## src/rtl/tok_loader_if.sv

```systemverilog
// rtl/tok_loader_if.sv - UART, program RAM, core control and ack bundle of the TOK boot loader
interface tok_loader_if #(
    parameter int ADDR_W = 8
);
    logic              rx_valid;
    logic [7:0]        rx_data;
    logic              rx_error;
    logic              rx_rd;
    logic              ram_we;
    logic [ADDR_W-1:0] ram_waddr;
    logic [7:0]        ram_din;
    logic              core_run;
    logic              busy;
    logic              load_err;
    logic              tx_wr;
    logic [7:0]        tx_data;
    logic              tx_busy;

    modport master (
        input  rx_valid, rx_data, rx_error, tx_busy,
        output rx_rd, ram_we, ram_waddr, ram_din, core_run, busy, load_err, tx_wr, tx_data
    );

    modport slave (
        output rx_valid, rx_data, rx_error, tx_busy,
        input  rx_rd, ram_we, ram_waddr, ram_din, core_run, busy, load_err, tx_wr, tx_data
    );
endinterface

```

## src/rtl/tok_loader.sv

```systemverilog
// rtl/tok_loader.sv - UART frame boot loader for the TOK core; optional ack byte under TOK_LOADER_ACK_EN
module tok_loader #(
    parameter int         ADDR_W    = 8,
    parameter int         TIMEOUT   = 1000000,
    parameter logic [7:0] SYNC_CHAR = 8'h3A
) (
    input  logic         clk,
    input  logic         reset,
    tok_loader_if.master bus
);
    // Byte counter needs one extra bit so a full 2**ADDR_W image can be counted;
    // the length register must also hold 256 for LEN=0 even when ADDR_W is small.
    localparam int CW = ADDR_W + 1;
    localparam int LW = (CW > 9) ? CW : 9;
    localparam int TW = $clog2(TIMEOUT + 1);
    localparam logic [LW-1:0] MAX_LEN = LW'(2 ** ADDR_W);
    localparam logic [TW-1:0] TO_LAST = TW'(TIMEOUT - 1);

    typedef enum logic [2:0] {
        S_SYNC,
        S_LEN,
        S_DATA,
        S_SUM,
        S_RUN,
        S_ERR
    } state_t;

    state_t            state_q;
    logic [LW-1:0]     len_q;
    logic [CW-1:0]     cnt_q;
    logic [7:0]        sum_q;
    logic [TW-1:0]     to_q;
    logic              ram_we_q;
    logic [ADDR_W-1:0] ram_waddr_q;
    logic [7:0]        ram_din_q;
    logic              core_run_q;
    logic              load_err_q;

    logic              in_frame;
    logic              accept;
    logic [LW-1:0]     len_d;
    logic [7:0]        sum_d;
    logic              go_err;
    logic              go_run;

    assign in_frame = (state_q == S_LEN) || (state_q == S_DATA) || (state_q == S_SUM);
    assign bus.rx_rd = bus.rx_valid && (in_frame || (state_q == S_SYNC));
    // A byte read in the same cycle as a line break is consumed but discarded.
    assign accept = bus.rx_rd && !bus.rx_error;
    assign len_d = (bus.rx_data == 8'd0) ? LW'(256) : LW'(bus.rx_data);
    assign sum_d = sum_q + bus.rx_data;

    // Every path into ERR: break while hunting or framing, oversize length, bad
    // checksum, or the idle timer expiring without a byte arriving that cycle.
    assign go_err = ((state_q == S_SYNC) && bus.rx_error)
                 || (in_frame && (bus.rx_error
                                  || (accept && (((state_q == S_LEN) && (len_d > MAX_LEN))
                                              || ((state_q == S_SUM) && (sum_d != 8'd0))))
                                  || (!bus.rx_valid && (to_q == TO_LAST))));
    assign go_run = (state_q == S_SUM) && accept && (sum_d == 8'd0);

    // Loader FSM: frame parsing, RAM write strobes, core release and error flag.
    always_ff @(posedge clk or posedge reset) begin
        if (reset) begin
            state_q     <= S_SYNC;
            len_q       <= '0;
            cnt_q       <= '0;
            sum_q       <= '0;
            to_q        <= '0;
            ram_we_q    <= 1'b0;
            ram_waddr_q <= '0;
            ram_din_q   <= '0;
            core_run_q  <= 1'b0;
            load_err_q  <= 1'b0;
        end else begin
            ram_we_q <= 1'b0;
            if (go_err) begin
                state_q    <= S_ERR;
                load_err_q <= 1'b1;
                to_q       <= '0;
            end else begin
                case (state_q)
                    S_SYNC: begin
                        if (accept && (bus.rx_data == SYNC_CHAR)) begin
                            state_q    <= S_LEN;
                            load_err_q <= 1'b0;
                        end
                        to_q <= '0;
                    end
                    S_LEN: begin
                        if (accept) begin
                            len_q   <= len_d;
                            sum_q   <= bus.rx_data;
                            cnt_q   <= '0;
                            to_q    <= '0;
                            state_q <= S_DATA;
                        end else begin
                            to_q <= to_q + TW'(1);
                        end
                    end
                    S_DATA: begin
                        if (accept) begin
                            ram_we_q    <= 1'b1;
                            ram_waddr_q <= cnt_q[ADDR_W-1:0];
                            ram_din_q   <= bus.rx_data;
                            sum_q       <= sum_d;
                            cnt_q       <= cnt_q + CW'(1);
                            to_q        <= '0;
                            if (LW'(cnt_q) == (len_q - LW'(1))) begin
                                state_q <= S_SUM;
                            end
                        end else begin
                            to_q <= to_q + TW'(1);
                        end
                    end
                    S_SUM: begin
                        if (accept) begin
                            to_q       <= '0;
                            state_q    <= S_RUN;
                            core_run_q <= 1'b1;
                        end else begin
                            to_q <= to_q + TW'(1);
                        end
                    end
                    S_RUN: begin
                        if (bus.rx_error) begin
                            state_q    <= S_SYNC;
                            core_run_q <= 1'b0;
                        end
                    end
                    S_ERR: begin
                        state_q <= S_SYNC;
                    end
                    default: begin
                        state_q <= S_SYNC;
                    end
                endcase
            end
        end
    end

    assign bus.ram_we    = ram_we_q;
    assign bus.ram_waddr = ram_waddr_q;
    assign bus.ram_din   = ram_din_q;
    assign bus.core_run  = core_run_q;
    assign bus.load_err  = load_err_q;
    assign bus.busy      = in_frame;

`ifdef TOK_LOADER_ACK_EN
    logic       ack_pend_q;
    logic [7:0] tx_data_q;

    // Single-entry ack slot: a newer result overwrites an unsent one; the slot
    // drains on the first cycle the transmitter is idle.
    always_ff @(posedge clk or posedge reset) begin
        if (reset) begin
            ack_pend_q <= 1'b0;
            tx_data_q  <= 8'h00;
        end else if (go_run) begin
            ack_pend_q <= 1'b1;
            tx_data_q  <= 8'h4B;
        end else if (go_err) begin
            ack_pend_q <= 1'b1;
            tx_data_q  <= 8'h21;
        end else if (ack_pend_q && !bus.tx_busy) begin
            ack_pend_q <= 1'b0;
        end
    end

    assign bus.tx_wr   = ack_pend_q && !bus.tx_busy;
    assign bus.tx_data = tx_data_q;
`else
    logic unused_tx_busy;
    assign unused_tx_busy = bus.tx_busy;
    assign bus.tx_wr      = 1'b0;
    assign bus.tx_data    = 8'h00;
`endif
endmodule

```

## src/flat_wrapper.sv

```systemverilog
// flat-port wrapper written by rule: the top's interface ports become plain ports
module tok_loader_flat 
#(
    parameter int         ADDR_W    = 8,
    parameter int         TIMEOUT   = 1000000,
    parameter logic [7:0] SYNC_CHAR = 8'h3A
)
  (clk, reset, bus_rx_valid, bus_rx_data, bus_rx_error, bus_tx_busy, bus_rx_rd, bus_ram_we, bus_ram_waddr, bus_ram_din, bus_core_run, bus_busy, bus_load_err, bus_tx_wr, bus_tx_data);
  tok_loader_if #(.ADDR_W(ADDR_W)) bus_i ();
  input  logic clk;
  input  logic reset;
  input wire logic [$bits(bus_i.rx_valid)-1:0] bus_rx_valid;
  input wire logic [$bits(bus_i.rx_data)-1:0] bus_rx_data;
  input wire logic [$bits(bus_i.rx_error)-1:0] bus_rx_error;
  input wire logic [$bits(bus_i.tx_busy)-1:0] bus_tx_busy;
  output wire logic [$bits(bus_i.rx_rd)-1:0] bus_rx_rd;
  output wire logic [$bits(bus_i.ram_we)-1:0] bus_ram_we;
  output wire logic [$bits(bus_i.ram_waddr)-1:0] bus_ram_waddr;
  output wire logic [$bits(bus_i.ram_din)-1:0] bus_ram_din;
  output wire logic [$bits(bus_i.core_run)-1:0] bus_core_run;
  output wire logic [$bits(bus_i.busy)-1:0] bus_busy;
  output wire logic [$bits(bus_i.load_err)-1:0] bus_load_err;
  output wire logic [$bits(bus_i.tx_wr)-1:0] bus_tx_wr;
  output wire logic [$bits(bus_i.tx_data)-1:0] bus_tx_data;
  assign bus_i.rx_valid = bus_rx_valid;
  assign bus_i.rx_data = bus_rx_data;
  assign bus_i.rx_error = bus_rx_error;
  assign bus_i.tx_busy = bus_tx_busy;
  assign bus_rx_rd = bus_i.rx_rd;
  assign bus_ram_we = bus_i.ram_we;
  assign bus_ram_waddr = bus_i.ram_waddr;
  assign bus_ram_din = bus_i.ram_din;
  assign bus_core_run = bus_i.core_run;
  assign bus_busy = bus_i.busy;
  assign bus_load_err = bus_i.load_err;
  assign bus_tx_wr = bus_i.tx_wr;
  assign bus_tx_data = bus_i.tx_data;
  tok_loader #(.ADDR_W(ADDR_W), .TIMEOUT(TIMEOUT), .SYNC_CHAR(SYNC_CHAR)) u_core (.clk(clk), .reset(reset), .bus(bus_i));
endmodule
```

## config.mk

```make
export PLATFORM = sky130hd
export DESIGN_NAME = tok_loader_flat
export DESIGN_NICKNAME = d
export VERILOG_FILES = /design/src/rtl/tok_loader_if.sv /design/src/rtl/tok_loader.sv /design/src/flat_wrapper.sv
export SDC_FILE = /design/constraint.sdc
export NUM_CORES = 1
export LEC_CHECK = 0
export BUFFER_PORTS_ARGS = -buffer_cell sky130_fd_sc_hd__buf_2
export CAP_MARGIN = 20
export CELL_PAD_IN_SITES_DETAIL_PLACEMENT = 0
export CELL_PAD_IN_SITES_GLOBAL_PLACEMENT = 2
export CORE_MARGIN = 2
export CORE_UTILIZATION = 34
export DETAILED_ROUTE_END_ITERATION = 6
export GPL_ROUTABILITY_DRIVEN = 0
export GPL_TIMING_DRIVEN = 0
export PLACE_DENSITY = 0.87
export SYNTH_ARGS = -nofsm -noshare
export SYNTH_HDL_FRONTEND = slang
export SYNTH_SLANG_ARGS = --single-unit
export TNS_END_PERCENT = 5
```

## constraint.sdc

```tcl
create_clock -name clk -period 2.45 [get_ports clk]
set_input_delay 0.49 -clock clk [delete_from_list [all_inputs] [get_ports clk]]
set_output_delay 0.49 -clock clk [all_outputs]
set_load 0.01 [all_outputs]
```

* After elaboration in Yosys (flattened, before gate mapping)
Cells that the tools add are included.
** Storage, ports and cells
- Flip-flop bits (word level) :: 68
- Input bits :: 13
- Output and inout port bits :: 30
- Logic and storage cells :: 93
** Operators by class
- Bitwise operators :: 1
- Add/subtract/negate cells :: 4
- Reduce and logical (&&, ||, !) cells :: 33
- Muxes and demuxes :: 27
- Magnitude comparators :: 1
- Equal/unequal tests :: 17
** Operators by type and width (count)
- 20-bit 2-to-1 mux :: 2
- 20-bit case mux with 2 select lines :: 1
- 9-bit 2-to-1 mux :: 3
- 3-bit 2-to-1 mux :: 7
- 20-bit by 1-bit adder with 20-bit output, second input constant :: 1
- 20-bit equality test, second input constant :: 1
- 9-bit case mux with 2 select lines :: 1
- 8-bit 2-to-1 mux :: 2
- 8-bit case mux with 2 select lines :: 1
- 3-bit case mux with 5 select lines :: 1
- 9-bit by 1-bit adder with 9-bit output, second input constant :: 1
- 9-bit equality test :: 1
- 9-bit greater-than comparator, second input constant :: 1
- 1-bit logical AND :: 9
- 3-bit by 1-bit != test with 1-bit output, second input constant :: 3
- 3-bit by 2-bit != test with 1-bit output, second input constant :: 3
- 9-bit by 1-bit subtractor with 9-bit output, second input constant :: 1
- 8-bit adder :: 1
- 8-bit by 6-bit equality test with 1-bit output, second input constant :: 1
- 8-bit logical NOT :: 1
- 1-bit 2-to-1 mux :: 8
- 4-bit AND reduction :: 2
- 2-bit nonzero test :: 4
- 8-bit nonzero test :: 1
- other kinds (15) :: 26

* Logic depth before layout (Yosys ltp)
Gate-level depths: netlist of run 1.
- Depth in word-level cells :: 13
- Gate-level depth with buffers :: 10
- Mapped depth without buffers :: 8

* Least setup slack after synthesis of run 1
OpenSTA, ideal clock, no wires.
- Path type :: input-to-reg
- Start :: input port bus_rx_data[0]
- End :: register u_core.load_err_q, in the netlist u_core.bus.load_err
- Setup slack :: -0.109 ns
- Data required time :: 2.332 ns
- Library setup time :: 0.118 ns
- Arrival time :: 2.441 ns
- Buffers on the path :: 1
- Stages :: 9
- Path through :: ha_1 fa_1 a211oi_1 nor2_1 xor2_1 nor4b_2 a31oi_4 buf_6 a21o_1
** On the way
- Longest elaborated chain between the ends :: 12
- Elaborated cells on any way between the ends :: 19
- Classes of those cells :: add/sub (1); order compare (1); eq/ne (1); mux (2); reduce/logical (14)
** Ends and longest elaborated chain
- start: declaration :: RTL line flat_wrapper.sv:13 : input wire logic [$bits(bus_i.rx_data)-1:0] bus_rx_data;
- 8-bit logical NOT :: RTL line tok_loader.sv:50 : assign len_d = (bus.rx_data == 8'd0) ? LW'(256) : LW'(bus.rx_data);
- 9-bit 2-to-1 mux :: RTL line tok_loader.sv:50
- 9-bit greater-than comparator :: RTL line tok_loader.sv:57 : || (accept && (((state_q == S_LEN) && (len_d > MAX_LEN))
- 1-bit logical AND :: RTL line tok_loader.sv:57
- 1-bit logical OR :: RTL line tok_loader.sv:58 : || ((state_q == S_SUM) && (sum_d != 8'd0))))
- 1-bit logical AND :: RTL line tok_loader.sv:57
- 1-bit logical OR :: RTL line tok_loader.sv:57
- 1-bit logical OR :: RTL line tok_loader.sv:59 : || (!bus.rx_valid && (to_q == TO_LAST))));
- 1-bit logical AND :: RTL line tok_loader.sv:56 : || (in_frame && (bus.rx_error
- 1-bit logical OR :: RTL line tok_loader.sv:56
- 2-bit nonzero test (no line)
- 2-bit AND reduction (no line)
- end signal: assignment :: RTL line tok_loader.sv:74 : load_err_q <= 1'b0;
- end signal: assignment :: RTL line tok_loader.sv:79 : load_err_q <= 1'b1;
- end signal: assignment :: RTL line tok_loader.sv:86 : load_err_q <= 1'b0;
- end: declaration :: RTL line tok_loader.sv:37 : logic load_err_q;
Parallel ways exist; a longest one is shown, timed or not.
A chain may end at the register's enable or synchronous reset.

* Worst setup path after layout of run 1
- Start :: register u_core.sum_q[0]
- End :: register u_core.to_q[19]
** On the way
- Longest elaborated chain between the ends :: 10
- Elaborated cells on any way between the ends :: 11
- Classes of those cells :: add/sub (1); mux (1); reduce/logical (9)
** Ends and longest elaborated chain
- start: declaration :: RTL line tok_loader.sv:31 : logic [7:0] sum_q;
- start signal: assignment :: RTL line tok_loader.sv:93 : sum_q <= bus.rx_data;
- start signal: assignment :: RTL line tok_loader.sv:106 : sum_q <= sum_d;
- 8-bit adder (*) :: RTL line tok_loader.sv:51 : assign sum_d = sum_q + bus.rx_data;
- 8-bit nonzero test (*) :: RTL line tok_loader.sv:58
- 1-bit logical AND (*) :: RTL line tok_loader.sv:58
- 1-bit logical OR (*) :: RTL line tok_loader.sv:58
- 1-bit logical AND (*) :: RTL line tok_loader.sv:57
- 1-bit logical OR (*) :: RTL line tok_loader.sv:57
- 1-bit logical OR (*) :: RTL line tok_loader.sv:59
- 1-bit logical AND (*) :: RTL line tok_loader.sv:56
- 1-bit logical OR (*) :: RTL line tok_loader.sv:56
- 3-bit nonzero test (no line) or 20-bit 2-to-1 mux (tied branches)
- end signal: assignment :: RTL line tok_loader.sv:98 : to_q <= to_q + TW'(1);
- end signal: assignment :: RTL line tok_loader.sv:113 : to_q <= to_q + TW'(1);
- end signal: assignment :: RTL line tok_loader.sv:122 : to_q <= to_q + TW'(1);
- end: declaration :: RTL line tok_loader.sv:32 : logic [TW-1:0] to_q;
Every way passes the cells marked *; elsewhere a longest branch is shown, timed or not.

==> results.md, run 1 <==
- Status: finished with violations
- Violated checks: negative setup slack
- DP Wirelength: slightly below 7000 µm
- Max_cap viols: 0
- First DRT Iteration DRCs: 145
- HP Class: primary input to asynchronous set/reset pin
- Slew @ Worst Pin: around 0.86 ns
- Fin crit share: 102.1%
- Rel. slew slack: 42.40%
- CTS Buf Count: 9
- Worst R2R End: u_core.to_q[19]
- Post-Route WL: around 10000 µm
- Nets@finish: 503
- Synth Register Bits: 68
- Antenna Cells: 0
- Crit path max fanout: 5
- Critical Path AT: 2.74 ns
- Synth cell types: 59
- FF-to-FF setup slack: -0.05 ns
- Maximum vdd drop: 0.5680 mV
- Reg-to-Reg Start: u_core.sum_q[0]
- Synth Instances: between 400 and 500
- Grt total ovfl: 0
- Worst-skew pair later-pin latency: 0.33 ns
- # rows: 39
- Setup-failing EPs final: 4
- Register area share after synthesis: 42.42%
- CP endpoint kind: flip-flop
- Leakage power: ~2.2 nW
- Highest Clock Rate: 399.8 MHz
- Final worst path period need: 2.501 ns
- Grt met3 use: approximately 3.7%
- First-pass GRT wire length: about 17000 µm
- Critical path required time: between 2 and 3 ns
- CTS root buffer: clkbuf_16
- Most frequent cells in the layout: dfrtp_1 (68), nand2_1 (55), buf_2 (38)
- Layout cells sized above 1: 23.76%
- Area growth, synth to finish: 19.06%
- Commonest non-fill, non-tap cell in the layout: dfrtp_1
- RSZ-0062 raised after global routing: yes
- Die ar.: approximately 0.013 mm²
- Cells on worst reg2reg path: 9
- Min Hold Slack: around 0.32 ns
- Starting Density: 34.98%
- Clk_skew: 0.003499 ns
- Initial antenna violation count: 0
- Final ANT Viol Nets: 0
- Asr flop ratio synth: 100.0%
- Clk sinks: 68
- Top Usage Layer GRT: met2
- Clock Pin Slew Worst Setup and Hold Paths: ~0.060 ns
- WL/cell: 16.06 µm
- Die H: 112.6 µm
- Routing usage on met1: between 20% and 30%
- Vias in the first global route: about 3300
- Top FF cell, synth: dfrtp_1
- Design Area, Final: between 0.004 and 0.005 mm²
- CTS tree: done
- Total Routing Usage GR: 16.77%
- Syn Std Cell Area: between 0.004 and 0.005 mm²
- Largest net degree at the start of global routing: 69
- Syn_area_per_cell: 9.461 µm²
- Post-synth EDFFs: 0
- H-tree depth: 3
- Ys Warns: 0
- Setup WS post-layout: -0.05140 ns
- CP startpoint kind: flip-flop
- Vias per cell: ~5.3
- Met2 Usage GRT: 27.47%
- Port buffer count: 32
- Cell Area, Placed: between 0.004 and 0.005 mm²
- Place WS: -0.5003 ns
- Vias: 3295
- Max-slew violations: 0
- Drt pass-1 iters: 4
- Die Width: 112.6 µm
- Drt drc: 0
- Clock buffer depth: 2
- Io pins: 43
- Placeable Area: 0.01147 mm²
- Setup TNS: -0.1405 ns
- Final Core Density: between 40% and 50%
- Pwr/cell area: roughly 950 mW/mm²
- Final hold violations: 0
- Critical path type: flip-flop to flip-flop
-- routing by layer --
layer  up-vias  routed length, µm  part of all wire (%)
met4         0                 85                  0.84
met1      1619               4639                    46
li1       1605                  -                     -
met2        64               4968                    49
met3         7                376                   3.7
met5         -                  0                     0
-- kinds of logic after synthesis --
group / count (synthesis) / synth area share, %
fa+ha+maj: 11 / 3.618
simple gates: 174 / 22.30
buf+inv: 37 / 5.053
xor+xnor: 27 / 6.363
other cells: 1 / 0.09348
flops: 68 / 42.42
compound gates: 86 / 14.60
mux: 20 / 5.552
-- critical path: stages, from the launching register on --
cell,delay [ns]
dfrtp_1,0.40
ha_4,0.19
fa_2,0.38
a211oi_4,0.29
nor2_2,0.07
xor2_2,0.17
nor4b_4,0.36
a31oi_4,0.17
buf_4,0.18
a311oi_2,0.19
-- worst max path at each step --
stage | start | end | slack [ns] | depth (start not counted)
after floorplan | bus_rx_data[0] | u_core.bus.load_err | -0.01 | 9
after global placement | reset | u_core.bus.ram_din[3] | -0.74 | 2
after detailed placement | bus_rx_data[0] | u_core.to_q[2] | -0.50 | 10
after CTS | u_core.sum_q[0] | u_core.to_q[13] | 0.007 | 9
after global routing | u_core.sum_q[0] | u_core.to_q[19] | -0.17 | 9
final | u_core.sum_q[0] | u_core.to_q[19] | -0.05 | 9
-- final cells by class --
cell class	instances	area (µm²)
multi-input combinational	327	2220
clock inverter	7	52.55
fill	1125	6691
inverter	5	21.27
sequential	68	1702
tap	143	178.9
clock buffer	9	225.2
timing repair buffer	36	185.2
buffer	32	191.4
-- what timing repair did --
| item | CTS | global route |
|---|---|---|
| pin swaps | 5 | 4 |
| hold endpoints to repair | 0 | 0 |
| cloned | 1 | 0 |
| hold buffers | 0 | 0 |
| resized for setup | 6 | 10 |
| setup endpoints to repair | 23 | 25 |
| setup buffers | 2 | 0 |
-- sequential cells by signal, indices dropped and copies added, names as in the netlist --
register,flops
u_core.to_q,20
u_core.cnt_q,9
u_core.len_q,9
u_core.bus.ram_din,8
u_core.bus.ram_waddr,8
u_core.sum_q,8
u_core.state_q,3
u_core.bus.core_run,1
u_core.bus.load_err,1
u_core.bus.ram_we,1
-- synthesized netlist by cell type, types with 3 or more instances --
cell	n	share of area, %
a21o_1	3	0.56
a21oi_1	19	2.4
a22oi_1	9	1.7
a31oi_1	9	1.4
and2_1	6	0.94
and3_1	10	1.6
and4_1	5	1.1
buf_2	6	0.75
buf_4	9	1.7
buf_6	3	0.84
clkbuf_1	13	1.2
dfrtp_1	68	42
ha_1	10	3.1
inv_1	5	0.47
mux2_2	18	5.1
nand2_1	55	5.1
nand2b_1	6	0.94
nand3_1	9	1.1
nand4_1	6	0.94
nand4b_1	3	0.66
nor2_1	39	3.6
nor2b_1	5	0.78
nor3_1	8	1.0
nor4b_1	3	0.66
o211ai_1	3	0.56
o21a_1	4	0.75
o21ai_0	17	2.1
o31ai_1	3	0.56
or3_1	6	0.94
xnor2_1	11	2.4
xor2_1	15	3.3
-- through the flow --
step	std cells	total power [mW]
final	627	4.535
after global routing	627	4.851
after CTS	626	4.539
after detailed placement	607	3.193
after global placement	607	3.154
after floorplan	432	2.780
-- report_power, final --
group	internal [mW]	switching (mW)	leakage, nW
Clock	0.690	0.532	0.136
Sequential	1.33	0.180	0.903
Combinational	0.777	1.02	1.14
Note: power is estimated with default switching activity, not from simulation.
==> inputs of run 2 (changes only) <==
CORE_ASPECT_RATIO = 0.8   (was not set)
CTS_CLUSTER_SIZE = 20   (was not set)
GPL_TIMING_DRIVEN = not set   (was 0)
==> results.md, run 2 (same netlist as run 1, synthesis figures left out) <==
- Vias: 3352 (+1.7%)
- Crit path max fanout: 15 (+10)
- Grt total ovfl: 0 (unchanged)
- Vias per cell: 5.279 (+0.45%)
- Switching Share: 35.55% (-2.7 points)
- Port buffer count: 32 (unchanged)
- CP endpoint kind: flip-flop
- Starting Density: 34.83% (-0.15 points)
- Commonest non-fill, non-tap cell in the layout: dfrtp_1
- Regs by FF count: u_core.to_q x20, u_core.cnt_q x9, u_core.len_q x9
- CTS tree: done
- Critical Path AT: 2.66 ns (-0.08 ns)
- Final worst path period need: 2.421 ns (-0.08064 ns)
- CTS root buffer: clkbuf_16
- Largest net degree at the start of global routing: 69 (unchanged)
- Worst-skew pair later-pin latency: 0.34 ns (about the same)
- HP Class: primary input to asynchronous set/reset pin
- First-pass GRT wire length: 16600 µm (-2.8%)
- Drt drc: 0 (unchanged)
- Pwr Total: 4.856 mW (+7.1%)
- Nets@finish: 506 (+0.60%)
- Io pins: 43 (unchanged)
- RSZ-0062 raised after global routing: yes
- Most frequent cells in the layout: dfrtp_1 (68), nand2_1 (55), nor2_1 (39)
- Final hold violations: 0 (unchanged)
- Max reg flops: 20 (unchanged)
- CP max stage cell: dfrtp_1
- Maximum vdd drop: 0.4024 mV (-29%)
- Antenna Cells: 0 (unchanged)
- Setup-failing EPs final: 0 (-4)
- Max_cap viols: 0 (unchanged)
- Area growth, synth to finish: 22.11%
- Clock Pin Slew Worst Setup and Hold Paths: 0.06 ns (about the same)
- Die ar.: 0.01269 mm² (about the same)
- DP Wirelength: 7075 µm (+1.8%)
- Rel. slew slack: 49.99% (+7.6 points)
- Final ANT Viol Nets: 0 (unchanged)
- Logic gate share of total power: 40.3% (+0.6 points)
- Highest Clock Rate: 413.1 MHz (+3.3%)
- Crit path largest cell delay: 0.41 ns (about the same)
- Post-Route WL: 10250 µm (+1.8%)
- Fin crit share: 98.81% (-3.3 points)
- Switch Pwr: 1.726 mW (-0.42%)
- Total Routing Usage GR: 16.73% (-0.036 points)
- Int Pwr: 3.129 mW (+12%)
- Die H: 101.2 µm (-10%)
- Max-slew violations: 0 (unchanged)
- Critical path type: flip-flop to flip-flop
- Clock power frac: 28.0% (+1.1 points)
- CTS Buf Count: 9 (unchanged)
- Critical path required time: 2.69 ns (about the same)
- Vias in the first global route: 3139 (-4.5%)
- WL/cell: 16.15 µm (+0.55%)
- Crit-path most repeated cell: buf_4
- Clock buffer depth: 2 (unchanged)
- Leakage power: 2.251 nW (+3.5%)
- Register bank with the most flops: u_core.to_q
- Delay-heaviest family, CP: compound AO/OA/AOI/OAI gates
- H-tree depth: 3 (unchanged)
- Setup TNS: 0 ns (+0.1405 ns)
- Clk sinks: 68 (unchanged)
- CP startpoint kind: flip-flop
- Clk_skew: 0.005190 ns (+0.001691 ns)
- Layout cells sized above 1: 26.28% (+2.5 points)
- First DRT Iteration DRCs: 217 (+50%)
- Initial antenna violation count: 0 (unchanged)
- Final Core Density: 42.53% (+0.88 points)
- Placeable Area: 0.01152 mm² (+0.44%)
- Min Hold Slack: 0.2096 ns (-0.1119 ns)
- Slew @ Worst Pin: 0.7423 ns (-0.1218 ns)
- Worst Path Buf+Inv: 3 (+2)
- Sequential power share: 31.8% (-1.6 points)
- Drt pass-1 iters: 5 (+1)
- Critical-path cell list: ha_4, fa_2, a211oi_2, buf_4, o21bai_1, a21oi_1, xor2_1, buf_4, a31oi_4, buf_12, a311oi_2
- # rows: 35 (-10%)
- Die Width: 125.4 µm (+11%)
- Status: complete, no violations
- Pwr/cell area: 991.3 mW/mm² (+4.4%)
[run 2: power groups by stage]
stage	logic [mW]	clock network [mW]	registers, mW
after global routing	2.13	1.45	1.57
after global placement	1.82	0	1.55
final	1.96	1.36	1.54
after floorplan	1.26	0	1.52
after detailed placement	1.85	0	1.56
after CTS	1.89	1.39	1.54
[run 2: worst paths after layout]
kind,startpoint,endpoint,slack [ns],cells after the start
max,u_core.sum_q[0],u_core.to_q[19],0.03,11
min,reset,u_core.to_q[14],0.21,3
max reg2reg,u_core.sum_q[0],u_core.to_q[19],0.03,11
min reg2reg,u_core.sum_q[2],u_core.sum_q[2],0.50,2
max in group asynchronous,reset,u_core.sum_q[3],1.90,3
min in group clk,bus_rx_data[7],u_core.sum_q[7],0.46,2
[run 2: routing by layer]
layer | vias to the layer above | track usage (%) | wire (µm)
li1 | 1620 | - | -
met1 | 1633 | 24.63 | 5235
met2 | 85 | 24.24 | 4361
met3 | 14 | 3.856 | 501
met4 | 0 | 5.726 | 156
met5 | - | 0 | 0
[run 2: through the flow]
stage | setup WS, ns | cells | instance area, µm²
finish | 0.02924 | 635 | 4898
global placement | -0.2621 | 618 | 4533
floorplan | -0.01235 | 432 | 4061
CTS | 0.01106 | 635 | 4866
detailed placement | -0.2822 | 618 | 4533
global route | -0.05925 | 635 | 4898
[run 2: layout make-up]
class | count | area, µm²
repair buffers | 71 | 478.0
clock inverters | 5 | 58.81
inverters | 5 | 18.77
flip-flops and latches | 68 | 1702
clock buffers | 11 | 252.7
multi-input cells | 327 | 2203
fillers | 1138 | 6619
well taps | 148 | 185.2
[run 2: worst register-to-register path, delay by kind of cell, from the launching register on]
kind            cells  cell delay, ns
compound gates      5            0.74
xor+xnor            1            0.16
fa+ha+maj           2            0.54
buf+inv             3            0.46
flops               1            0.41
[run 2: what timing repair did]
| action | CTS | global route |
|---|---|---|
| pin swaps | 2 | 1 |
| hold buffers | 0 | 0 |
| gates resized for setup | 2 | 6 |
| endpoints found under the setup margin | 8 | 23 |
| setup buffers | 1 | 0 |
